--- config.mk ---
export PLATFORM = sky130hd
export DESIGN_NAME = instruction_fetch_flat
export DESIGN_NICKNAME = d
export VERILOG_FILES = /design/src/rtl/cpu_defs.sv /design/src/rtl/instruction_fetch_if.sv /design/src/rtl/if_id_reg.sv /design/src/rtl/instruction_fetch.sv /design/src/flat_wrapper.sv
export SDC_FILE = /design/constraint.sdc
export NUM_CORES = 1
export LEC_CHECK = 0
export CAP_MARGIN = 25
export CORE_UTILIZATION = 46
export CTS_BUF_LIST = sky130_fd_sc_hd__clkbuf_8
export CTS_CLUSTER_DIAMETER = 200
export DETAILED_ROUTE_END_ITERATION = 10
export PLACE_DENSITY = 0.89
export SLEW_MARGIN = 20
export SYNTH_ARGS = -nofsm -noshare
export SYNTH_HDL_FRONTEND = slang
export SYNTH_SLANG_ARGS = --single-unit
--- constraint.sdc ---
create_clock -name clk -period 5.4 [get_ports clk]
set_input_delay 1.35 -clock clk [delete_from_list [all_inputs] [get_ports clk]]
set_output_delay 1.35 -clock clk [all_outputs]
set_load 0.01 [all_outputs]
--- src/rtl/cpu_defs.sv ---
// Shared constants for the pipelined MIPS core: reset/NOP words and the
// next-PC select encoding used by the fetch stage.
package cpu_defs;

  localparam logic [31:0] NOP_INSTR = 32'h0000_0000;
  localparam logic [31:0] RESET_PC  = 32'h0000_0000;

  localparam logic [1:0] SEL_SEQ    = 2'd0;
  localparam logic [1:0] SEL_BRANCH = 2'd1;
  localparam logic [1:0] SEL_JUMP   = 2'd2;
  localparam logic [1:0] SEL_HOLD   = 2'd3;

  // Redirect targets are word-truncated rather than trapped.
  function automatic logic [31:0] word_align(input logic [31:0] addr);
    return addr & ~32'h0000_0003;
  endfunction

endpackage

--- src/rtl/instruction_fetch_if.sv ---
// Instruction memory bus: fetch drives a word index, memory answers
// combinationally in the same cycle.
interface instruction_fetch_if;
  logic [31:0] imem_addr;
  logic [31:0] imem_instr;

  modport master (output imem_addr, input imem_instr);
  modport slave  (input imem_addr, output imem_instr);
endinterface

--- src/rtl/if_id_reg.sv ---
// IF/ID pipeline register: loads, holds on stall, or inserts a bubble on
// flush; reports when a real instruction was accepted.
module if_id_reg #(
  parameter logic [31:0] NOP_INSTR = cpu_defs::NOP_INSTR
) (
  input  logic        clk,
  input  logic        reset,
  input  logic        stall,
  input  logic        flush,
  input  logic [31:0] instr,
  input  logic [31:0] pc_plus4,
  output logic [31:0] ifid_instr,
  output logic [31:0] ifid_pc_plus4,
  output logic        ifid_valid,
  output logic        count_en
);

  logic [31:0] r_instr;
  logic [31:0] r_pc_plus4;
  logic        r_valid;

  // Flush outranks stall so a redirect always squashes the wrong-path word.
  always_ff @(posedge clk) begin
    if (reset) begin
      r_instr    <= NOP_INSTR;
      r_pc_plus4 <= 32'h0000_0000;
      r_valid    <= 1'b0;
    end else if (flush) begin
      r_instr    <= NOP_INSTR;
      r_pc_plus4 <= 32'h0000_0000;
      r_valid    <= 1'b0;
    end else if (!stall) begin
      r_instr    <= instr;
      r_pc_plus4 <= pc_plus4;
      r_valid    <= 1'b1;
    end
  end

  assign count_en      = !reset && !flush && !stall;
  assign ifid_instr    = r_instr;
  assign ifid_pc_plus4 = r_pc_plus4;
  assign ifid_valid    = r_valid;

endmodule

--- src/rtl/instruction_fetch.sv ---
// Fetch stage: PC register, next-PC selection (branch > jump > stall > +4),
// instruction memory addressing and the IF/ID register.
module instruction_fetch #(
  parameter logic [31:0] RESET_PC  = cpu_defs::RESET_PC,
  parameter logic [31:0] NOP_INSTR = cpu_defs::NOP_INSTR
) (
  input  logic                       clk,
  input  logic                       reset,
  input  logic                       stall,
  input  logic                       branch_taken,
  input  logic [31:0]                branch_target,
  input  logic                       jump,
  input  logic [31:0]                jump_target,
  instruction_fetch_if.master        imem,
  output logic [31:0]                pc,
  output logic [31:0]                ifid_instr,
  output logic [31:0]                ifid_pc_plus4,
  output logic                       ifid_valid,
  output logic [31:0]                fetch_count
);
  import cpu_defs::*;

  logic [31:0] r_pc;
  logic [31:0] r_fetch_count;
  logic [31:0] w_pc_plus4;
  logic [31:0] w_pc_next;
  logic [1:0]  w_sel;
  logic        w_flush;
  logic        w_count_en;

  assign w_pc_plus4 = r_pc + 32'd4;
  assign w_flush    = branch_taken | jump;

  // Branch is the older instruction, so it beats a same-cycle jump.
  always_comb begin
    w_sel = SEL_SEQ;
    if (branch_taken)
      w_sel = SEL_BRANCH;
    else if (jump)
      w_sel = SEL_JUMP;
    else if (stall)
      w_sel = SEL_HOLD;
  end

  always_comb begin
    w_pc_next = w_pc_plus4;
    case (w_sel)
      SEL_BRANCH: w_pc_next = word_align(branch_target);
      SEL_JUMP:   w_pc_next = word_align(jump_target);
      SEL_HOLD:   w_pc_next = r_pc;
      default:    w_pc_next = w_pc_plus4;
    endcase
  end

  always_ff @(posedge clk) begin
    if (reset)
      r_pc <= RESET_PC;
    else
      r_pc <= w_pc_next;
  end

  always_ff @(posedge clk) begin
    if (reset)
      r_fetch_count <= 32'h0000_0000;
    else if (w_count_en)
      r_fetch_count <= r_fetch_count + 32'd1;
  end

  if_id_reg #(
    .NOP_INSTR(NOP_INSTR)
  ) u_if_id_reg (
    .clk          (clk),
    .reset        (reset),
    .stall        (stall),
    .flush        (w_flush),
    .instr        (imem.imem_instr),
    .pc_plus4     (w_pc_plus4),
    .ifid_instr   (ifid_instr),
    .ifid_pc_plus4(ifid_pc_plus4),
    .ifid_valid   (ifid_valid),
    .count_en     (w_count_en)
  );

  assign imem.imem_addr = {2'b00, r_pc[31:2]};
  assign pc             = r_pc;
  assign fetch_count    = r_fetch_count;

endmodule

--- src/flat_wrapper.sv ---
// flat-port wrapper written by rule: the top's interface ports become plain ports
module instruction_fetch_flat import cpu_defs::*;
#(
  parameter logic [31:0] RESET_PC  = cpu_defs::RESET_PC,
  parameter logic [31:0] NOP_INSTR = cpu_defs::NOP_INSTR
)
  (clk, reset, stall, branch_taken, branch_target, jump, jump_target, pc, ifid_instr, ifid_pc_plus4, ifid_valid, fetch_count, imem_imem_addr, imem_imem_instr);
  instruction_fetch_if imem_i ();
  input  logic clk;
  input  logic reset;
  input  logic stall;
  input  logic branch_taken;
  input  logic [31:0] branch_target;
  input  logic jump;
  input  logic [31:0] jump_target;
  output logic [31:0] pc;
  output logic [31:0] ifid_instr;
  output logic [31:0] ifid_pc_plus4;
  output logic ifid_valid;
  output logic [31:0] fetch_count;
  output wire logic [$bits(imem_i.imem_addr)-1:0] imem_imem_addr;
  input wire logic [$bits(imem_i.imem_instr)-1:0] imem_imem_instr;
  assign imem_imem_addr = imem_i.imem_addr;
  assign imem_i.imem_instr = imem_imem_instr;
  instruction_fetch #(.RESET_PC(RESET_PC), .NOP_INSTR(NOP_INSTR)) u_core (.clk(clk), .reset(reset), .stall(stall), .branch_taken(branch_taken), .branch_target(branch_target), .jump(jump), .jump_target(jump_target), .imem(imem_i), .pc(pc), .ifid_instr(ifid_instr), .ifid_pc_plus4(ifid_pc_plus4), .ifid_valid(ifid_valid), .fetch_count(fetch_count));
endmodule
==> impl_metrics.tcl <==
set metrics [dict create \
    hold_class "reg -> reg" \
    grt_busiest_layer "met2" \
    use_met3_pct 6.23 \
    layout-drive-gt1-share_pct 6.13 \
    antenna_found_initial 0 \
    grtUsageMet1_pct 31.2 \
    p_leak_nw 3.35 \
    p_sw_share_pct 26.3 \
    grt_util_all_layers_pct 26.1 \
    cp.required_ps 5770 \
    total_power_mw 2.35 \
    fmax_mhz 249 \
    slowest_delay_ps 760 \
    path_clk_slew_ps 70 \
    ff2ff_path_depth 6 \
    cp-start-kind "primary input" \
    post-route-period-util_pct 74.5 \
    path_common_cell "buf_4" \
    max_cap_violations 0 \
    arrival_ps 4390 \
    critPathCaptureType "register" \
    synth_area_mm2 0.00633 \
    status "finished clean" \
    die-area_mm2 0.0142 \
    via_count 6339 \
    hpwl_um 13200 \
    fin_skew_ps 10.7 \
    async_flop_share_pct 0 \
    clk_latency_ps 440 \
    tritoncts "done" \
    initial_utilization_pct 47.4 \
    cts_root_buf "clkbuf_8" \
    yosys_warnings 0 \
    postRouteAntennaNets 0 \
    vdd_drop_max_v 0.000145 \
    cts.sinks 125 \
    p_seq_share_pct 42.7 \
    ys_seq_area_share_pct 39.5 \
    htreeDepth 4 \
    synth_flop_cell "dfxtp_1" \
    drt-vias-per-instance 5.57 \
    setup_tns_ps 0 \
    syn2layout_area_growth_pct 44.2 \
    gp_congestion 0.900 \
    synth_seq_cells 125 \
    drtIter0Drc 414 \
    cpMaxStageDelayCell "clkdlybuf4s50_1" \
    hold_viol_final 0 \
    cp_num_buf_inv 3 \
    wl_um 18900 \
    core_mm2 0.0133 \
    slew_viol_final 0 \
    rsz0062_at_grt "no" \
    clk_path_buf_depth 2 \
    instances_no_fill 1139 \
    place_inst 1106 \
    diodes 0 \
    overflow 0 \
    cp_cell_sequence "clkdlybuf4s50_1, buf_4, a21oi_1, ha_2, buf_4, a221oi_1, a41oi_1, o22ai_1, nor2_1" \
    p_sw_mw 0.616 \
    postCtsResizedCells 0 \
    numPortBuffers 251 \
    met2_usage_pct 43.8 \
    synth_edf_count 0 \
    cts_setup_buffers 0 \
    tightest_slew_ps 983 \
    synthDistinctLibCells 55 \
    io_pins 262 \
    relSlewSlack_pct 34.5 \
    internal_power_mw 1.73 \
    final-setup-viol-count 0 \
    grt_pass1_wl_um 29500 \
    path_max_fanout 45 \
    postSynthCellCount 755 \
    grt_pass1_vias 5973 \
    die_h_um 119 \
    drc_errors 0 \
    cts_buffers 17 \
    period_needed_ps 4020 \
    dieWidth_um 119 \
    rows 42 \
    p_per_area_mw_per_mm2 257 \
    crit_family "buffers and inverters" \
    p_comb_share_pct 17.0 \
    cts_hold_buf 0 \
    fillCellCount 1106 \
    post_drt_wl_per_cell_um 16.6 \
    crit_type "in -> reg" \
    dr.pass1.iters 5 \
    grt_max_degree 49 \
    hold_path_depth 1 \
    clkPwrFrac_pct 40.3 \
    nets 1055 \
    postSynthAreaPerCell_um2 8.38 \
    path_depth 9 \
]
-- cells in the final DEF (no fill, tap or decap), types with 3 or more instances in the layout --
cell / instances
a211oi_1: 12
bufinv_16: 5
or4_1: 3
a31oi_1: 8
clkbuf_8: 18
ha_1: 3
and3b_1: 3
conb_1: 6
clkinv_2: 3
nand2_1: 40
nand4_1: 22
o21ai_0: 31
a22o_1: 3
a21oi_1: 51
nor3_1: 5
clkdlybuf4s50_1: 249
xnor2_1: 20
mux2i_1: 41
and4_1: 7
and3_1: 12
nor4_1: 6
inv_1: 15
nand2b_1: 4
o32ai_1: 4
xor2_1: 31
nor2b_1: 11
buf_4: 8
mux2_2: 5
a22oi_1: 19
a221oi_1: 9
nand3_1: 28
or3_1: 4
o22ai_1: 6
nor2_1: 109
dfxtp_1: 125
-- path summary, 6_finish.rpt --
| path | slack (ps) | to | startpoint |
|---|---|---|---|
| setup / recovery | 1380 | u_core.pc[7] | branch_taken |
| hold / removal | 460 | u_core.u_if_id_reg.ifid_valid | u_core.u_if_id_reg.ifid_valid |
| hold reg to reg | 460 | u_core.u_if_id_reg.ifid_valid | u_core.u_if_id_reg.ifid_valid |
| setup reg to reg | 2550 | u_core.pc[18] | u_core.pc[2] |
-- cell usage after synthesis (all sizes together), types with 2 or more instances --
master	instances	area, um2
nand3	28	140
a211oi	12	90.1
nand2b	4	25.0
o32ai	4	35.0
o21ai	31	155
a221oi	9	78.8
and3	12	75.1
nor4	9	92.6
nor3b	2	15.0
o22ai	6	37.5
nor2b	11	68.8
nor2	110	415
nand2	40	150
nor3	6	30.0
xnor2	20	175
a41oi	2	17.5
a22o	3	26.3
and3b	3	26.3
or3	5	31.3
a31oi	8	50.1
or4	4	33.8
inv	15	56.3
and2	3	18.8
xor2	31	272
dfxtp	125	2500
a31o	2	17.5
ha	4	50.1
or2	2	12.5
a22oi	19	143
and4	7	61.3
a21oi	51	255
mux2	5	56.3
nand4	22	138
buf	48	327
mux2i	41	410
clkbuf	40	150
-- layer usage --
layer	share of wire, %	vias to the layer above
met1	41	2969
met5	0	-
li1	-	3024
met3	7.6	47
met2	48	299
met4	3.5	0
-- state kept, by name (all words and copies together), names as in the netlist --
signal	cells
u_core.u_if_id_reg.ifid_instr	32
u_core.pc	30
u_core.u_if_id_reg.ifid_valid	1
u_core.u_if_id_reg.ifid_pc_plus4	30
u_core.fetch_count	32
-- power by group through the flow --
| stage | clock, mW | sequential [mW] | combinational [mW] |
|---|---|---|---|
| 2_1_floorplan | 0 | 1.02 | 0.214 |
| 4_1_cts | 0.965 | 0.999 | 0.396 |
| 3_5_place_dp | 0 | 1.02 | 0.394 |
| 3_3_place_gp | 0 | 1.02 | 0.387 |
| 6_report | 0.945 | 1.00 | 0.399 |
| 5_1_grt | 1.01 | 1.01 | 0.428 |
-- cells by family (layout without fill, tap and decap cells) --
logic type / count (synthesis) / in the layout / synth area share (%)
flops: 125 / 125 / 39.5
mux: 46 / 46 / 7.37
fa+ha+maj: 4 / 4 / 0.791
buf+inv: 103 / 306 / 8.42
xor+xnor: 51 / 51 / 7.06
compound gates: 156 / 156 / 15.6
other cells: 1 / 6 / 0.0592
simple gates: 269 / 269 / 21.2
-- cell type report --
type	instances	area [um2]	share of cell area [%]
Multi-Input combinational cell	532	3320	36.4
Clock inverter	14	215	2.36
Sequential cell	125	2500	27.4
Tap cell	176	220	2.41
Clock buffer	18	248	2.71
Timing Repair Buffer	259	2560	28.1
Inverter	15	56.3	0.617
-- stage by stage --
stage	cell area [um2]	worst slack, ps	utilization, %	hold slack [ps]
after CTS	9120	1480	68.3	462
after global placement	8660	1030	64.8	441
after detailed placement	8660	1020	64.8	445
after global routing	9130	1210	68.4	483
after floorplan	6350	1640	-	486
final	9130	1380	68.4	459
(Power assumes the default switching activity.)
